### src/rtl/ft_frame_parser_pkg.sv
// Shared types for the FT600 RX frame parser: FSM state encoding and the default sync byte.
package ft_frame_pkg;

   typedef enum logic [1:0] {
      ST_HUNT    = 2'd0,
      ST_LEN     = 2'd1,
      ST_PAYLOAD = 2'd2,
      ST_CSUM    = 2'd3
   } state_t;

   localparam logic [7:0] SYNC_DEFAULT = 8'hA5;

endpackage

### src/rtl/ft_frame_parser_timeout.sv
// Mid-frame inactivity timer: counts enabled cycles since the last clear, pulses on the final count.
module ft_frame_timeout #(
   parameter int TIMEOUT = 4096
) (
   input  logic clk,
   input  logic rst_n,
   input  logic i_clear,
   input  logic i_enable,
   output logic o_expire
);

   localparam int W = (TIMEOUT > 1) ? $clog2(TIMEOUT) : 1;
   localparam logic [W-1:0] LAST = W'(TIMEOUT - 1);

   logic [W-1:0] r_cnt;

   always_ff @(posedge clk or negedge rst_n) begin
      if (!rst_n) begin
         r_cnt <= '0;
      end else if (i_clear) begin
         r_cnt <= '0;
      end else if (i_enable) begin
         r_cnt <= r_cnt + W'(1);
      end
   end

   // A clear in the expiry cycle means a word was popped, which takes priority.
   assign o_expire = i_enable & ~i_clear & (r_cnt == LAST);

endmodule

### src/rtl/ft_frame_parser.sv
// Delineates host frames from the FT600 RX FIFO, streams payload words and verifies the checksum.
module ft_frame_parser
   import ft_frame_pkg::*;
#(
   parameter int         MAX_LEN = 256,
   parameter int         TIMEOUT = 4096,
   parameter logic [7:0] SYNC    = SYNC_DEFAULT
) (
   input  logic        clk,
   input  logic        rst_n,
   input  logic [15:0] in_data,
   input  logic        in_empty,
   output logic        in_rd,
   output logic [15:0] out_data,
   output logic        out_valid,
   output logic        out_last,
   input  logic        out_ready,
   output logic [7:0]  frame_cmd,
   output logic        frame_ok,
   output logic        frame_err,
   output logic [15:0] good_cnt,
   output logic [15:0] bad_cnt
);

   localparam logic [15:0] MAX_LEN16 = 16'(MAX_LEN);

   state_t      r_state;
   logic [15:0] r_sum;
   logic [15:0] r_rem;
   logic        w_rd;
   logic        w_expire;
   logic        w_timer_clr;
   logic        w_timer_en;

   // Payload pops stall only while the output register holds an unaccepted word.
   always_comb begin
      w_rd = !in_empty;
      if (r_state == ST_PAYLOAD) begin
         w_rd = !in_empty && (!out_valid || out_ready);
      end
   end

   assign in_rd       = w_rd;
   assign w_timer_clr = w_rd || (r_state == ST_HUNT);
   assign w_timer_en  = (r_state != ST_HUNT);

   ft_frame_timeout #(
      .TIMEOUT (TIMEOUT)
   ) u_timeout (
      .clk      (clk),
      .rst_n    (rst_n),
      .i_clear  (w_timer_clr),
      .i_enable (w_timer_en),
      .o_expire (w_expire)
   );

   always_ff @(posedge clk or negedge rst_n) begin
      if (!rst_n) begin
         r_state   <= ST_HUNT;
         r_sum     <= '0;
         r_rem     <= '0;
         out_data  <= '0;
         out_valid <= 1'b0;
         out_last  <= 1'b0;
         frame_cmd <= '0;
         frame_ok  <= 1'b0;
         frame_err <= 1'b0;
         good_cnt  <= '0;
         bad_cnt   <= '0;
      end else begin
         frame_ok  <= 1'b0;
         frame_err <= 1'b0;
         if (out_valid && out_ready) begin
            out_valid <= 1'b0;
            out_last  <= 1'b0;
         end
         // The output register keeps draining after an abort; only the frame is dropped.
         if (w_expire) begin
            frame_err <= 1'b1;
            bad_cnt   <= bad_cnt + 16'd1;
            r_state   <= ST_HUNT;
         end else if (w_rd) begin
            case (r_state)
               ST_HUNT: begin
                  if (in_data[15:8] == SYNC) begin
                     r_sum     <= in_data;
                     frame_cmd <= in_data[7:0];
                     r_state   <= ST_LEN;
                  end
               end
               ST_LEN: begin
                  r_sum <= r_sum + in_data;
                  if (in_data > MAX_LEN16) begin
                     frame_err <= 1'b1;
                     bad_cnt   <= bad_cnt + 16'd1;
                     r_state   <= ST_HUNT;
                  end else if (in_data == 16'd0) begin
                     r_state <= ST_CSUM;
                  end else begin
                     r_rem   <= in_data;
                     r_state <= ST_PAYLOAD;
                  end
               end
               ST_PAYLOAD: begin
                  r_sum     <= r_sum + in_data;
                  out_data  <= in_data;
                  out_valid <= 1'b1;
                  out_last  <= (r_rem == 16'd1);
                  r_rem     <= r_rem - 16'd1;
                  if (r_rem == 16'd1) begin
                     r_state <= ST_CSUM;
                  end
               end
               ST_CSUM: begin
                  if (16'(r_sum + in_data) == 16'd0) begin
                     frame_ok <= 1'b1;
                     good_cnt <= good_cnt + 16'd1;
                  end else begin
                     frame_err <= 1'b1;
                     bad_cnt   <= bad_cnt + 16'd1;
                  end
                  r_state <= ST_HUNT;
               end
               default: r_state <= ST_HUNT;
            endcase
         end
      end
   end

endmodule
### config.mk
export PLATFORM = sky130hd
export DESIGN_NAME = ft_frame_parser
export DESIGN_NICKNAME = d
export VERILOG_FILES = /design/src/rtl/ft_frame_parser_pkg.sv /design/src/rtl/ft_frame_parser_timeout.sv /design/src/rtl/ft_frame_parser.sv
export SDC_FILE = /design/constraint.sdc
export NUM_CORES = 1
export LEC_CHECK = 0
export BUFFER_PORTS_ARGS = -buffer_cell sky130_fd_sc_hd__clkbuf_2
export CAP_MARGIN = 20
export CELL_PAD_IN_SITES_DETAIL_PLACEMENT = 1
export CELL_PAD_IN_SITES_GLOBAL_PLACEMENT = 1
export CORE_MARGIN = 4
export CORE_UTILIZATION = 30
export CTS_CLUSTER_DIAMETER = 30
export CTS_CLUSTER_SIZE = 20
export DETAILED_ROUTE_END_ITERATION = 10
export PLACE_DENSITY = 0.67
export SYNTH_ARGS = -nofsm -noshare
export SYNTH_HDL_FRONTEND = slang
export SYNTH_SLANG_ARGS = --single-unit
### constraint.sdc
create_clock -name clk -period 3.1 [get_ports clk]
set_input_delay 0.62 -clock clk [delete_from_list [all_inputs] [get_ports clk]]
set_output_delay 0.62 -clock clk [all_outputs]
set_load 0.01 [all_outputs]
[After elaboration in Yosys (flattened, before gate mapping)]
Index checks and enable logic that the tools add are counted.
Cells by class
  $add $sub $neg: 5
  bitwise gates (word level): 4
  equality and inequality tests: 13
  muxes and demuxes: 37
  order comparisons: 1
  reduce and logical (&&, ||, !) cells: 23
Operators with widths (count)
  2-to-1 mux 16 bit: 7
  case mux 16 bit (2 select lines): 3
  adder 16 x 1 -> 16 bit, second input constant: 2
  logical NOT 16 bit: 2
  2-to-1 mux 12 bit: 2
  2-to-1 mux 1 bit: 18
  adder 16 bit: 1
  equality test 16 x 1 -> 1 bit, second input constant: 1
  > comparator 16 x 9 -> 1 bit, second input constant: 1
  AND reduction 4 bit: 4
  subtractor 16 x 1 -> 16 bit, second input constant: 1
  adder 12 x 1 -> 12 bit, second input constant: 1
  equality test 12 bit, second input constant: 1
  2-to-1 mux 2 bit: 5
  nonzero test 2 bit: 5
  equality test 8 bit, second input constant: 1
  case mux 2 bit (4 select lines): 1
  != test 3 x 1 -> 1 bit, second input constant: 2
  != test 3 x 2 -> 1 bit, second input constant: 2
  AND reduction 3 bit: 2
  AND reduction 5 bit: 1
  equality test 2 bit, second input constant: 2
  != test 2 bit, second input constant: 2
  nonzero test 3 bit: 1
  other kinds (10): 15
Storage, ports and cells
  output and inout port bits: 61
  bits of input ports: 20
  register bits: 106

[Depth between registers and ports, before layout]
Gate-level depths: netlist of run 1.
  depth after elaboration: 10
  depth in mapped cells: 12
  depth with buffers taken out: 11

[Modules after synthesis]
Synthesis of run 1 repeated with hierarchy kept, for this count alone.
Unflattened totals
  cell total of the unflattened synthesis: 606
  area, all modules: 5959.5 um2
Modules (own cells, without submodules)
  ft_frame_parser: area each 5352.6 um2, seq. area each 2352.3 um2, instances 1, cells an instance 546
  ft_frame_timeout: area each 606.8 um2, seq. area each 300.3 um2, instances 1, cells an instance 60

[Least setup slack after synthesis of run 1]
OpenSTA, ideal clock, no wires.
  kind: input -> register
  start: input in_data[0]
  end: register bad_cnt[1]
  setup slack: -562 ps
  arrival: 3536 ps
  buffers on the path: 1
  library setup time: 125 ps
  stages: 12
  data required time: 2975 ps
  cell sequence: ha_1 fa_1 and3_1 o211a_1 or3_1 a22oi_1 nand4_1 or4_4 o31ai_4 buf_6 nand2_4 mux2_4
Between the ends
  cells in the longest elaborated chain, start to end: 4
RTL lines
  start: declaration: line ft_frame_parser.sv:11  | input logic [15:0] in_data,
  adder 16 bit: line ft_frame_parser.sv:115  | if (16'(r_sum + in_data) == 16'd0) begin
  logical NOT 16 bit: line ft_frame_parser.sv:115
  != test 3 x 2 -> 1 bit (no line)
  AND reduction 4 bit (no line) *
  end signal: assignment: line ft_frame_parser.sv:80  | bad_cnt <= bad_cnt + 16'd1;
  end signal: assignment: line ft_frame_parser.sv:95  | bad_cnt <= bad_cnt + 16'd1;
  end signal: assignment: line ft_frame_parser.sv:120  | bad_cnt <= bad_cnt + 16'd1;
  end: declaration: line ft_frame_parser.sv:22  | output logic [15:0] bad_cnt
Every way passes the cells marked *; elsewhere a longest branch is shown, timed or not.
A chain may end at the register's enable or synchronous reset.

[Final worst setup path of run 1]
  start: register r_sum[0]
  end: register bad_cnt[1]
Between the ends
  cells in the longest elaborated chain, start to end: 4
RTL lines
  start: declaration: line ft_frame_parser.sv:28  | logic [15:0] r_sum;
  start signal: assignment: line ft_frame_parser.sv:86  | r_sum <= in_data;
  start signal: assignment: line ft_frame_parser.sv:92  | r_sum <= r_sum + in_data;
  start signal: assignment: line ft_frame_parser.sv:105  | r_sum <= r_sum + in_data;
  adder 16 bit: line ft_frame_parser.sv:115
  logical NOT 16 bit: line ft_frame_parser.sv:115
  != test 3 x 2 -> 1 bit (no line)
  AND reduction 4 bit (no line)
No other way between the ends.

==> results.yml, run 1 <==
timing:
  hold_viol_final: 0
  tightest_slew_ps: 725
  report.final.slew_viol_count: 0
  rsz0062_at_grt: "true"
  setup_viol: 34
  fin_crit_ps: 3440
  tns_ps: -8320
  maxSlewHeadroom: 0.516
  timing.fmax_mhz: 291
  timing.final.ws_setup_ps: -340
  period_share: 1.11
  skew_ps: 17.5
  hold_slack_ps: 301
clock_tree:
  clock-sinks: 106
  insertion_delay_ps: 360
  cts_buffers: 9
  clockBufferDepth: 2
  cts_root_buf: "clkbuf_16"
  htree_levels: 3
  tritoncts: "built"
  cts_hold_buf: 0
  path_clk_slew_ps: 80
floorplan:
  start_util: 0.305
  die_h_um: 148
  core_area_um2: 19400
  die_area_um2: 22000
  die_w_um: 148
  num_rows: 51
  io_pins: 81
yosys:
  ys_ff_latch: 106
  syn_area_um2: 5910
  synthesis.nets: 638
  avgSynthCellArea_um2: 9.96
  yosysUniqueCellTypes: 58
  synth_ff_type: "dfrtp_1"
  netlist_instances: 593
  synth_edf_count: 0
  yosysSeqAreaShare: 0.449
  ys_warn_count: 0
  synthArstFlopShare: 1.00
hold_path:
  holdCritPathClass: "input pin to asynchronous set/reset pin"
worst_setup_path:
  max_stage_delay_ps: 480
  critPathBufInv: 1
  critPathKind: "register to register"
  crit_family: "simple AND/OR/NAND/NOR gates"
  worstPathRequired_ps: 3350
  cp_max_fo: 8
  end_kind: "register"
  cp_slowest_cell: "or4_4"
  cp-start-kind: "register"
  path_cells: "ha_4 -> fa_2 -> and3_4 -> o211a_1 -> or3_1 -> a22oi_1 -> nand4_1 -> or4_4 -> o31ai_4 -> buf_12 -> nand2_8 -> mux2_4"
  critPathArrivalTime_ps: 3690
detailed_routing:
  antenna_left: 0
  via_count: 5194
  drcViolationCount: 0
  vias_per_cell: 5.10
  wl_per_cell_um: 17.7
  first_pass_iters: 4
  wirelength_um: 18100
  drtIter0Drc: 278
cells_and_area:
  syn2layout_area_growth_pct: 31.0
  insertedDiodeCount: 0
  fin_util: 0.399
  regArea_um2: 2650
  multi_input_area_um2: 3320
  layout_commonest_cell: "dfrtp_1"
  fin_nets: 793
  fillers: 2253
  stdcell_area_um2: 7740
  mostFrequentLayoutCells: "dfrtp_1 (106), buf_4 (81), clkbuf_2 (79)"
  drive_above_1_share: 0.319
place:
  pre_cts_slack_ps: -694
  place.gp.congestion: 0.861
  dpl.hpwl_um: 13700
  portBuffers: 80
  placed_cell_area_um2: 7230
pwr:
  ir_drop_uv: 377
  power_density_nw_per_um2: 832
  power.leakage_nw: 3.61
run_status:
  status: "finished, violations left"
  violations: "negative setup slack"
job:
  drv_cap: 0
grt:
  grt_pass1_vias: 5678
  grt_start_max_net_pins: 55
  antenna_found_initial: 0
  gr-total-overflow: 0
  grt_pass1_wl_um: 29700
  track_usage: 0.166
==> worst reg2reg max path, delay by kind of cell (launching register included) <==
| family | cells | cell delay, ps |
|---|---|---|
| simple gates | 5 | 1200 |
| flops | 1 | 410 |
| mux | 1 | 290 |
| compound gates | 3 | 720 |
| fa+ha+maj | 2 | 510 |
| buf+inv | 1 | 200 |
==> sequential cells by signal, indices dropped and copies added, names as in the netlist, 2 cells and up <==
signal           cells
bad_cnt             16
frame_cmd            8
good_cnt            16
out_data            16
r_rem               16
r_state              2
r_sum               16
u_timeout.r_cnt     12
==> kinds of logic after synthesis <==
group                    count (synthesis)  synth area share
XOR/XNOR                                47            0.0710
AO/OA/AOI/OAI                          147             0.157
AND/OR/NAND/NOR                        194             0.175
adder cells (fa/ha/maj)                 25            0.0542
flip-flops                             106             0.449
multiplexers                            35            0.0657
buffers and inverters                   39            0.0280
==> cells in the mapped netlist (all sizes together), types with 5 or more instances <==
master,number,area share
inv,17,0.011
and2,6,0.0064
o22ai,15,0.016
buf,6,0.0070
and3,19,0.020
mux2,27,0.052
xor2,23,0.034
mux2i,8,0.014
nand4,21,0.023
or4,5,0.0070
o21ai,40,0.034
nor2,30,0.019
dfrtp,106,0.45
nor3,11,0.011
ha,24,0.051
xnor2,24,0.037
and4,5,0.0074
a21oi,40,0.035
nand2,48,0.032
nand2b,5,0.0053
nand3,24,0.020
clkbuf,16,0.010
a2111oi,6,0.0089
o21a,6,0.0076
or3,5,0.0053
a21o,10,0.013
==> layout make-up <==
cell class / instances / area share
timing repair buffer: 166 / 0.142
inverter: 17 / 0.00824
sequential: 106 / 0.343
clock buffer: 10 / 0.0296
multi-input combinational: 448 / 0.429
tap: 265 / 0.0428
clock inverter: 6 / 0.00630
==> repair_timing <==
action / 4_1_cts / 5_1_grt
pin swaps: 10 / 22
cloned: 1 / 0
buffers inserted: 3 / 2
setup endpoints to repair: 34 / 36
gates resized for setup: 17 / 23
==> layer usage <==
| metal | GRT usage | vias to the layer above | part of all wire |
|---|---|---|---|
| met2 | 0.285 | 65 | 0.50 |
| li1 | - | 2478 | - |
| met4 | 0.0462 | 0 | 0.012 |
| met3 | 0.0250 | 15 | 0.026 |
| met5 | 0 | - | 0 |
| met1 | 0.219 | 2636 | 0.46 |
==> per-stage QoR <==
step	power (mW)	std cells
finish	6.44	1018
CTS	6.44	1017
global route	6.93	1018
global placement	5.06	997
detailed placement	5.22	997
floorplan	3.85	593
==> path summary, 6_finish.rpt <==
path | slack, ps | to | cells past startpoint | startpoint
hold / removal | 300 | u_timeout.r_cnt[7] | 1 | rst_n
setup reg to reg | -340 | bad_cnt[1] | 12 | r_sum[0]
setup / recovery | -340 | bad_cnt[1] | 12 | r_sum[0]
min in group clk | 480 | good_cnt[15] | 1 | good_cnt[15]
max in group asynchronous | 2040 | r_sum[1] | 2 | rst_n
hold reg to reg | 480 | good_cnt[15] | 1 | good_cnt[15]
==> where the power goes <==
| group | switching, mW | internal [mW] | total [mW] | leakage [nW] |
|---|---|---|---|---|
| clock network | 0.559 | 0.555 | 1.11 | 0.131 |
| logic | 1.70 | 1.50 | 3.19 | 2.12 |
| registers | 0.364 | 1.77 | 2.13 | 1.36 |
| total | 2.62 | 3.82 | 6.44 | 3.61 |
No activity file was read; power rests on OpenSTA's default activity.
==> inputs of run 2 (changes only) <==
CELL_PAD_IN_SITES_DETAIL_PLACEMENT = 0   (was 1)
SETUP_SLACK_MARGIN = 0.05   (was not set)
==> results.yml, run 2 (synthesis results as in run 1) <==
run_status:
  status: "finished, violations left"
  violations: "negative setup slack"
floorplan:
  start_util: 0.305
  die_w_um: 148
  core_area_um2: 19400
  die_h_um: 148
  num_rows: 51
  die_area_um2: 22000
  io_pins: 81
detailed_routing:
  first_pass_iters: 6
  antenna_left: 0
  wl_per_cell_um: 16.1
  drcViolationCount: 0
  wirelength_um: 16600
  vias_per_cell: 4.98
  drtIter0Drc: 344
  via_count: 5126
worst_setup_path:
  critPathArrivalTime_ps: 3690
  end_kind: "register"
  max_stage_delay_ps: 470
  worstPathRequired_ps: 3350
  path_cells: "ha_4 -> fa_2 -> and3_4 -> o211a_4 -> or3_4 -> a22oi_2 -> nand4_1 -> or4_4 -> o31ai_4 -> buf_12 -> nand2_4 -> mux2_4"
  cp-start-kind: "register"
  cp_slowest_cell: "or4_4"
  critPathKind: "register to register"
  cp_max_fo: 8
clock_tree:
  clock-sinks: 106
  insertion_delay_ps: 360
  cts_root_buf: "clkbuf_16"
  htree_levels: 3
  path_clk_slew_ps: 90
  cts_buffers: 9
  tritoncts: "built"
  clockBufferDepth: 2
cells_and_area:
  layout_commonest_cell: "dfrtp_1"
  fin_util: 0.402
  syn2layout_area_growth_pct: 32.1
  mostFrequentLayoutCells: "dfrtp_1 (106), buf_4 (94), clkbuf_2 (79)"
  fin_nets: 804
  insertedDiodeCount: 0
  drive_above_1_share: 0.336
  stdcell_area_um2: 7800
  layout.cells.non_filler: 1029
place:
  pre_cts_slack_ps: -719
  portBuffers: 80
  dp_cells: 1008
  dpl.hpwl_um: 12600
  placed_cell_area_um2: 7300
  place.gp.congestion: 0.894
grt:
  grt_start_max_net_pins: 55
  grt_pass1_wl_um: 27000
  antenna_found_initial: 0
  track_usage: 0.151
  grt_pass1_vias: 5254
  gr-total-overflow: 0
timing:
  timing.final.ws_setup_ps: -340
  maxSlewHeadroom: 0.521
  rsz0062_at_grt: "true"
  setup_viol: 34
  hold_viol_final: 0
  period_share: 1.11
  report.final.slew_viol_count: 0
  timing.fmax_mhz: 291
  tns_ps: -8090
  skew_ps: 13.9
  tightest_slew_ps: 719
  hold_slack_ps: 309
  fin_crit_ps: 3440
pwr:
  power.total_mw: 6.47
  power.leakage_nw: 3.67
  ir_drop_uv: 405
  power_density_nw_per_um2: 829
job:
  drv_cap: 0
hold_path:
  holdCritPathClass: "input pin to asynchronous set/reset pin"
[run 2: cell types whose count changed in the layout (fill, tap and decap cells not counted), moves of 2 or more]
cell | before | now
a2111oi_4 | 4 | 2
a2111oi_2 | 0 | 2
clkinvlp_4 | 2 | 0
buf_4 | 81 | 94
[run 2: what timing repair did]
| action | 4_1_cts | 5_1_grt |
|---|---|---|
| hold buffers | 0 | 0 |
| setup buffers | 4 | 1 |
| resized for setup | 24 | 15 |
| gates cloned | 1 | 0 |
| pin swaps | 13 | 9 |
| setup endpoints to repair | 34 | 41 |
[run 2: final cells by class]
class,instances,area [um^2]
fill,1956,11600
multi-input combinational,448,3300
sequential,106,2650
timing repair buffer,177,1160
tap,265,332
clock buffer,9,225
clock inverter,7,70.1
inverter,17,63.8
[run 2: worst paths after layout]
check	slack, ps	end	from	cells past startpoint
setup / recovery	-340	bad_cnt[1]	r_sum[0]	12
hold / removal	310	bad_cnt[14]	rst_n	1
setup reg to reg	-340	bad_cnt[1]	r_sum[0]	12
hold reg to reg	480	u_timeout.r_cnt[0]	u_timeout.r_cnt[0]	1
max in group asynchronous	2050	good_cnt[2]	rst_n	2
min in group clk	480	u_timeout.r_cnt[0]	u_timeout.r_cnt[0]	1
[run 2: where the power goes]
group | switching (mW) | internal [mW]
clock network | 0.585 | 0.569
logic | 1.64 | 1.56
registers | 0.353 | 1.77
[run 2: layer usage]
| metal | wire [um] | track usage | vias to the layer above | share of wire |
|---|---|---|---|---|
| met5 | 0 | 0 | - | 0 |
| met4 | 289 | 0.0439 | 0 | 0.017 |
| met3 | 543 | 0.0253 | 23 | 0.033 |
| met2 | 7810 | 0.249 | 105 | 0.47 |
| met1 | 7920 | 0.206 | 2488 | 0.48 |
| li1 | - | - | 2510 | - |
[run 2: critical path, delay by kind of cell (launching register included)]
| kind | cells | cell delay (ps) |
|---|---|---|
| buffers and inverters | 1 | 190 |
| flip-flops | 1 | 410 |
| multiplexers | 1 | 310 |
| AO/OA/AOI/OAI | 3 | 730 |
| AND/OR/NAND/NOR | 5 | 1170 |
| adder cells (fa/ha/maj) | 2 | 520 |
